**config.mk**
```make
export PLATFORM = sky130hd
export DESIGN_NAME = vdp2_cram_arb
export DESIGN_NICKNAME = d
export VERILOG_FILES = /design/src/rtl/vdp2_cram_arb.sv
export SDC_FILE = /design/constraint.sdc
export NUM_CORES = 1
export LEC_CHECK = 0
export ABC_CLOCK_PERIOD_IN_PS = 3070
export BUFFER_PORTS_ARGS = -buffer_cell sky130_fd_sc_hd__buf_2
export CORE_MARGIN = 2
export CORE_UTILIZATION = 42
export CTS_CLUSTER_DIAMETER = 120
export CTS_CLUSTER_SIZE = 20
export DETAILED_ROUTE_END_ITERATION = 8
export GPL_TIMING_DRIVEN = 1
export PLACE_DENSITY = 0.81
export RECOVER_POWER = 25
export SLEW_MARGIN = 20
export SYNTH_ARGS = -nofsm -noshare
export SYNTH_HDL_FRONTEND = slang
export SYNTH_SLANG_ARGS = --single-unit
```
**constraint.sdc**
```tcl
create_clock -name CLK -period 3.07 [get_ports CLK]
set_input_delay 0.1535 -clock CLK [delete_from_list [all_inputs] [get_ports CLK]]
set_output_delay 0.1535 -clock CLK [all_outputs]
set_load 0.1 [all_outputs]
```
**src/rtl/vdp2_cram_arb.sv**
```systemverilog
// rtl/vdp2_cram_arb.sv - CRAM port arbiter: display reads over CPU FIFO writes with byte-merge RMW
module vdp2_cram_arb (
  input  logic        CLK,
  input  logic        RST,
  input  logic        FIFO_EMPTY,
  input  logic [35:0] FIFO_Q,
  output logic        FIFO_RDREQ,
  input  logic        DISP_REQ,
  input  logic [10:0] DISP_ADDR,
  output logic [15:0] DISP_Q,
  output logic        DISP_VALID,
  output logic [10:0] RAM_ADDR,
  output logic [15:0] RAM_DATA,
  output logic        RAM_WREN,
  input  logic [15:0] RAM_Q,
  output logic        WR_STALL
);

  typedef enum logic [1:0] {
    IDLE   = 2'd0,
    RMW_RD = 2'd1,
    RMW_WR = 2'd2
  } state_t;

  state_t      r_state;
  state_t      w_next;
  logic        r_disp_valid;
  logic [15:0] r_merge;
  logic [3:0]  r_starve;

  logic [1:0]  w_be;
  logic [10:0] w_fifo_addr;
  logic [15:0] w_fifo_data;
  logic [15:0] w_merged;
  logic        w_unused_fifo_bits;

  assign w_be               = FIFO_Q[35:34];
  assign w_fifo_addr        = FIFO_Q[26:16];
  assign w_fifo_data        = FIFO_Q[15:0];
  assign w_unused_fifo_bits = ^FIFO_Q[33:27];

  // Enabled bytes come from the CPU entry, the rest from the word read back from CRAM.
  assign w_merged = {w_be[1] ? w_fifo_data[15:8] : r_merge[15:8],
                     w_be[0] ? w_fifo_data[7:0]  : r_merge[7:0]};

  // The RAM returns data one cycle after the address, so display data passes straight through.
  assign DISP_Q     = RAM_Q;
  assign DISP_VALID = r_disp_valid;
  assign WR_STALL   = (r_starve == 4'hF);

  // State register.
  always_ff @(posedge CLK or posedge RST) begin
    if (RST) r_state <= IDLE;
    else     r_state <= w_next;
  end

  // Next state and CRAM port drive; display owns the port whenever it asks.
  always_comb begin
    w_next     = r_state;
    RAM_ADDR   = w_fifo_addr;
    RAM_DATA   = w_fifo_data;
    RAM_WREN   = 1'b0;
    FIFO_RDREQ = 1'b0;
    case (r_state)
      IDLE: begin
        if (!DISP_REQ && !FIFO_EMPTY) begin
          case (w_be)
            2'b11: begin
              RAM_WREN   = 1'b1;
              FIFO_RDREQ = 1'b1;
            end
            2'b00:   FIFO_RDREQ = 1'b1;
            default: w_next = RMW_RD;
          endcase
        end
      end
      RMW_RD: w_next = RMW_WR;
      RMW_WR: begin
        if (!DISP_REQ) begin
          w_next   = IDLE;
          RAM_DATA = w_merged;
          if (!FIFO_EMPTY) begin
            RAM_WREN   = 1'b1;
            FIFO_RDREQ = 1'b1;
          end
        end
      end
      default: w_next = IDLE;
    endcase
    if (DISP_REQ) RAM_ADDR = DISP_ADDR;
    if (RST) begin
      RAM_WREN   = 1'b0;
      FIFO_RDREQ = 1'b0;
    end
  end

  // Display valid is the request delayed to match the RAM read latency.
  always_ff @(posedge CLK or posedge RST) begin
    if (RST) r_disp_valid <= 1'b0;
    else     r_disp_valid <= DISP_REQ;
  end

  // Capture the old CRAM word during the read half of a partial write.
  always_ff @(posedge CLK or posedge RST) begin
    if (RST)                   r_merge <= 16'h0000;
    else if (r_state == RMW_RD) r_merge <= RAM_Q;
  end

  // Count cycles a pending FIFO entry goes unserviced, saturating at 15.
  always_ff @(posedge CLK or posedge RST) begin
    if (RST)                         r_starve <= 4'h0;
    else if (FIFO_EMPTY || FIFO_RDREQ) r_starve <= 4'h0;
    else if (r_starve != 4'hF)       r_starve <= r_starve + 4'h1;
  end

endmodule

```
==> flow_summary.ini, run 1 <==
[synth]
syn_inst = 117
synth_fa_ha_area_share_pct = 1.76
synth_top_cell_by_area = dfrtp_1
synth_top_area_share_pct = 40.4
synth_top_cells_by_count = 41 x mux2_2, 23 x dfrtp_1, 16 x buf_4
synth_area_leaders = dfrtp_1 40%, mux2_2 32%, buf_4 8.4%
synthXorXnorAreaFrac_pct = 0.615
synth_flop_cell = dfrtp_1
synthSimpleGateAreaFrac_pct = 9.92
ys_ff_latch = 23
synth-seq-area-share_pct = 40.4
synth-edff-count = 0
async_flop_share_pct = 100
synth_warnings = 0
synth_area_um2 = 1430
yosysUniqueCellTypes = 23
synth_area_per_cell_um2 = 12.2
synth_top_family_by_area = multiplexers
synth_compound_area_share_pct = 1.58
synthMuxAreaShare_pct = 34.7
synth_fp_nets = 186
yosys.cell_count.top_type = mux2_2

[final_layout]
multi_input_area_um2 = 692
fin_cells = 255
fillers = 286
area_growth_pct = 34.0
regArea_um2 = 576
n_antenna_cell = 0
design_area_um2 = 1910
layout-drive-gt1-share_pct = 73.2
nets = 279

[setup_path]
crit_chain = or3b_4, nor2_8, mux2_2, buf_2
max_stage_delay_ns = 0.48
reg2reg_depth = 2
critical_path_class = flip-flop to primary output
cp.arrival_ns = 2.08
cp-end-kind = primary output
timing.rr.start = r_state[0]
critPathSlowestCell = or3b_4
cp_max_fo = 8
crit_required_ns = 2.92
r2r_slack_ns = 1.56
start_kind = flip-flop
r2r-end = r_starve[3]

[grt]
grt_max_degree = 24
overflow = 0
grt_pass1_vias = 1165
grt_pass1_wl_um = 5160
grt_usage_pct = 16.8
antenna_found_initial = 0

[placement]
hpwl_um = 2610
dp_cells = 250
port_buffers = 106
dpl_cell_area_um2 = 1870
dp_worst_setup_slack_ns = 1.20
globalplace.congestion = 0.743

[sta]
tns_ns = 0
setup_viol = 0
period_share_pct = 72.6
fin_crit_ns = 2.23
final_hold_viol_count = 0
grt_setup_unrepaired = no
fmax_ghz = 0.448
tightest_slew_ns = 0.851
slew-limit-headroom_pct = 43.2
setup_ws_ns = 0.840
final_max_slew_viol_count = 0
fin_skew_ns = 0.00274

[floorplanning]
die-area_um2 = 3880
rows = 21
start_util_pct = 43.4
die_width_um = 62.3
die_h_um = 62.3
core_region_area_um2 = 3280
io_pins = 114

[detailed_routing]
firstDrtPassIters = 4
routed_wl_um = 3190
wl_per_cell_um = 12.5
viasPerCell = 4.78
first_iter_violations = 51
route.detailed.drc = 0
route.vias.total = 1220
antenna_left = 0

[clocking]
clk_path_buf_depth = 2
postCtsSetupBuffers = 0
cts_buffers = 3
numClockSinks = 23
cts_root_buf = clkbuf_4
htree_levels = 1
clock_latency_ns = 0.31
ctsResizeCount = 0
cts_tree = done
clk_pin_slew_worst_paths_ns = 0.12

[power_and_ir_drop]
p_per_area_nw_per_um2 = 572
total_power_w = 0.00109
vdd_drop_max_mv = 0.225
p_leak_nw = 1.01

[flow_run]
maxCapViolCount = 0

[status]
status = finished clean

[worst_hold_path]
min_path_type = input port to async pin
-- repair_timing --
action                                  CTS  global route
hold buffers                              1             0
hold endpoints to repair                  1             0
endpoints found under the setup margin    0             0
-- power by group --
group	internal, W	switching [W]
clock network	0.0000488	0.0000932
logic	0.000148	0.000373
registers	0.000386	0.0000443
-- critical path: cells and delay by family, from the launching register on --
| kind | cells | cell delay, ns |
|---|---|---|
| AND/OR/NAND/NOR | 2 | 0.66 |
| buffers and inverters | 1 | 0.29 |
| multiplexers | 1 | 0.36 |
| flip-flops | 1 | 0.45 |
-- flip-flops by register name, indices dropped and copies added, names as in the netlist --
name        count
r_merge        16
r_starve        4
r_state         2
DISP_VALID      1
-- stage by stage --
step / hold slack [ns] / utilization [%]
5_1_grt: 0.0589 / 58.1
3_5_place_dp: 0.342 / 57.1
6_report: 0.00466 / 58.1
3_3_place_gp: 0.339 / 57.1
2_1_floorplan: 0.155 / -
4_1_cts: 0.0399 / 58.2
-- how the worst max path moves through the flow --
stage	start	endpoint	slack [ns]	cells after the start
after global routing	r_state[0]	RAM_DATA[3]	0.78	4
after detailed placement	r_state[0]	RAM_DATA[3]	1.20	4
after global placement	r_state[0]	RAM_DATA[3]	1.20	4
after CTS	r_state[0]	RAM_DATA[3]	0.82	4
after floorplan	r_state[0]	RAM_WREN	0.70	2
final	r_state[0]	RAM_DATA[3]	0.84	4
-- layout make-up --
class	instances	share of cell area (%)
tap	46	3.01
multi-input combinational	71	36.2
inverter	3	0.590
clock inverter	1	0.262
clock buffer	3	1.18
sequential	23	30.1
timing repair buffer	108	28.6
-- layer usage --
layer	wire, µm	global-route usage, %	vias to the layer above
met2	1610	31.0	81
met4	38	6.67	0
li1	-	-	580
met5	0	0	-
met1	1220	19.6	555
met3	321	2.17	4
-- layout by cell type (no fill, tap or decap), types with 2 or more instances in the layout --
cell type  Yosys  routed
buf_2          3     104
mux2_2        41      41
dfrtp_1       23      23
nor2_1         7       7
inv_1          3       3
clkbuf_4       0       3
nor2b_1        2       2
nand3_1        2       2
nand2_1        2       2
nor3_1         2       2
nor2_8         2       2
mux2_1         2       2
ha_1           2       2
clkbuf_1       0       2
-- cells by family after synthesis --
family,count (synthesis)
compound gates,3
simple gates,21
buf+inv,23
mux,44
xor+xnor,1
flops,23
fa+ha+maj,2
Power figures use the tool's default switching activity.
==> run 2: changes to the inputs <==
- ABC_AREA: default -> 1
- ABC_CLOCK_PERIOD_IN_PS: 3070 -> 2230
- CORE_UTILIZATION: 42 -> 40
- PLACE_DENSITY: 0.81 -> 0.75
- clock period: 3.07 -> 2.23 ns (I/O delays scaled with it)
==> run 2 against run 1 <==
First-iteration DRC count shrank 33%. Clock skew grew 0.0021 ns. Global-route usage is 1.4 points higher. Largest cell class unchanged. Sequential share of layout area shrank 3.0 points. Clock-buffer cell count is the same. Utilization shrank 0.74 points. Synthesized area up 8.7%. Worst hold slack better by 0.015 ns. Final cell count grew 40%. Design area increased by 11%. Clock power rose by 80%.
==> flow_summary.ini, run 2 <==
[power_and_ir_drop]
pwr-share-clk_pct = 15.6
power_frac_seq_pct = 36.0
switching_share_pct = 49.0
p_per_area_nw_per_um2 = 774
pwr-share-comb_pct = 48.3
vdd_drop_max_mv = 0.448
p_leak_nw = 1.27
total_power_w = 0.00164
internal_power_w = 0.000836
switchingPower_w = 0.000802

[floorplanning]
rows = 22
die_h_um = 66.2
die-area_um2 = 4390
io_pins = 114
core_region_area_um2 = 3690
start_util_pct = 42.0
die_width_um = 66.2

[sta]
tightest_slew_ns = 1.16
final_max_slew_viol_count = 0
fin_crit_ns = 1.85
slew-limit-headroom_pct = 22.8
fin_skew_ns = 0.00481
tns_ns = 0
final_hold_viol_count = 0
setup_viol = 0
period_share_pct = 82.8
fmax_ghz = 0.542
hold_ws_ns = 0.0193
grt_setup_unrepaired = no

[final_layout]
largest_reg_flops = 16
regMostFlops = r_merge
fillers = 375
final_common_cell = nand2_1
final_cell_mix = 106 x nand2_1, 82 x buf_2, 23 x dfrtp_1
design_area_um2 = 2120
fin_cells = 357
nets = 379
reg.largest.list = r_merge (16), r_starve (4), r_state (2)
layout-drive-gt1-share_pct = 33.7
multi_input_area_um2 = 744
area_growth_pct = 36.7
regArea_um2 = 576
n_antenna_cell = 0

[clocking]
cts_tree = done
cts_buffers = 3
clk_path_buf_depth = 2
clock_latency_ns = 0.26
cts_root_buf = clkbuf_8
numClockSinks = 23
htree_levels = 1
hold_buffers = 0
postCtsSetupBuffers = 0
ctsResizeCount = 0
clk_pin_slew_worst_paths_ns = 0.09

[grt]
antenna_found_initial = 0
grt_max_degree = 30
grt_pass1_wl_um = 6280
overflow = 0
grt_usage_pct = 18.2
grt_pass1_vias = 1559

[synth]
synth_area_per_cell_um2 = 6.98
ys_ff_latch = 23
synth-edff-count = 0
synth_area_leaders = dfrtp_1 37%, nand2_1 26%, buf_4 9.2%
synth_flop_cell = dfrtp_1
syn_inst = 222
synth-seq-area-share_pct = 37.2
yosys.cell_count.top_type = nand2_1
synth_top_cell_by_area = dfrtp_1
yosysUniqueCellTypes = 21
async_flop_share_pct = 100
synth_fp_nets = 291
synth_area_um2 = 1550
synth_warnings = 0
synth_top_cells_by_count = 106 x nand2_1, 23 x dfrtp_1, 20 x nand3_1
synth_top_area_share_pct = 37.2

[setup_path]
cp-end-kind = primary output
crit_required_ns = 2.12
cp_common_cell = nand2_1
cp.arrival_ns = 1.74
max_stage_delay_ns = 0.45
cp_max_fo = 19
start_kind = flip-flop
critical_path_class = flip-flop to primary output
crit_chain = nor2_8, nand3_1, nand2_1, nand2_1, buf_12
critPathSlowestCell = dfrtp_1

[detailed_routing]
wl_per_cell_um = 11.3
firstDrtPassIters = 4
route.vias.total = 1700
first_iter_violations = 34
viasPerCell = 4.76
route.detailed.drc = 0
routed_wl_um = 4020
antenna_left = 0

[placement]
hpwl_um = 3090
globalplace.congestion = 0.752
dp_cells = 353
dpl_cell_area_um2 = 2090
port_buffers = 106

[worst_hold_path]
min_path_type = input port to async pin

[flow_run]
maxCapViolCount = 0

[status]
status = finished clean
-- run 2: cell types whose count changed after synthesis, sizes merged, moves of 4 or more --
| cell | change |
|---|---|
| nand2 | +106 |
| mux2 | -43 |
| nand3 | +20 |
| nand4 | +17 |
| inv | +7 |
| buf | +4 |
-- run 2: area by class of cell --
| cell class | count | area share, % |
|---|---|---|
| Sequential cell | 23 | 27.2 |
| Tap cell | 48 | 2.84 |
| Timing Repair Buffer | 108 | 30.5 |
| Multi-Input combinational cell | 162 | 35.2 |
| Clock inverter | 1 | 0.236 |
| Clock buffer | 3 | 1.95 |
| Inverter | 12 | 2.13 |
-- run 2: cell families after synthesis --
logic type / after synthesis / synth area share [%]
adder cells (fa/ha/maj): 2 / 1.62
flip-flops: 23 / 37.2
buffers and inverters: 37 / 14.8
AO/OA/AOI/OAI: 2 / 0.969
AND/OR/NAND/NOR: 158 / 45.5
-- run 2: path summary, 6_finish.rpt --
path,startpoint,end,slack (ns),depth (start not counted)
worst max-delay path,r_state[0],RAM_DATA[7],0.38,5
worst min-delay path,RST,r_starve[0],0.02,2
worst max register to register,r_state[1],r_starve[1],1.02,6
worst min register to register,r_merge[0],r_merge[0],0.48,2
max in group asynchronous,RST,DISP_VALID,1.67,2
min in group CLK,FIFO_EMPTY,r_state[0],0.04,2
-- run 2: metal layers --
metal / part of all wire [%] / vias up / global-route usage, % / wire [µm]
li1: - / 870 / - / -
met1: 39 / 754 / 19.4 / 1580
met2: 52 / 74 / 37.4 / 2090
met3: 8.3 / 2 / 2.56 / 333
met4: 0.30 / 0 / 2.81 / 12
met5: 0 / - / 0 / 0
-- run 2: critical path, delay by kind of cell, from the launching register on --
kind          cells  cell delay [ns]
simple gates      4             0.84
flops             1             0.45
buf+inv           1             0.18
-- run 2: metrics by stage --
stage | setup WS, ns | util, %
final | 0.383 | 57.4
after global routing | 0.206 | 57.4
after CTS | 0.375 | 57.9
after detailed placement | 0.574 | 56.7
after global placement | 0.601 | 56.7
after floorplan | 0.587 | -
-- run 2: power groups by stage --
stage               clock [W]  sequential (W)  combinational, W
finish               0.000256        0.000590          0.000792
global route         0.000278        0.000600          0.000852
CTS                  0.000259        0.000588          0.000803
detailed placement          0        0.000594          0.000803
global placement            0        0.000592          0.000791
floorplan                   0        0.000589          0.000631
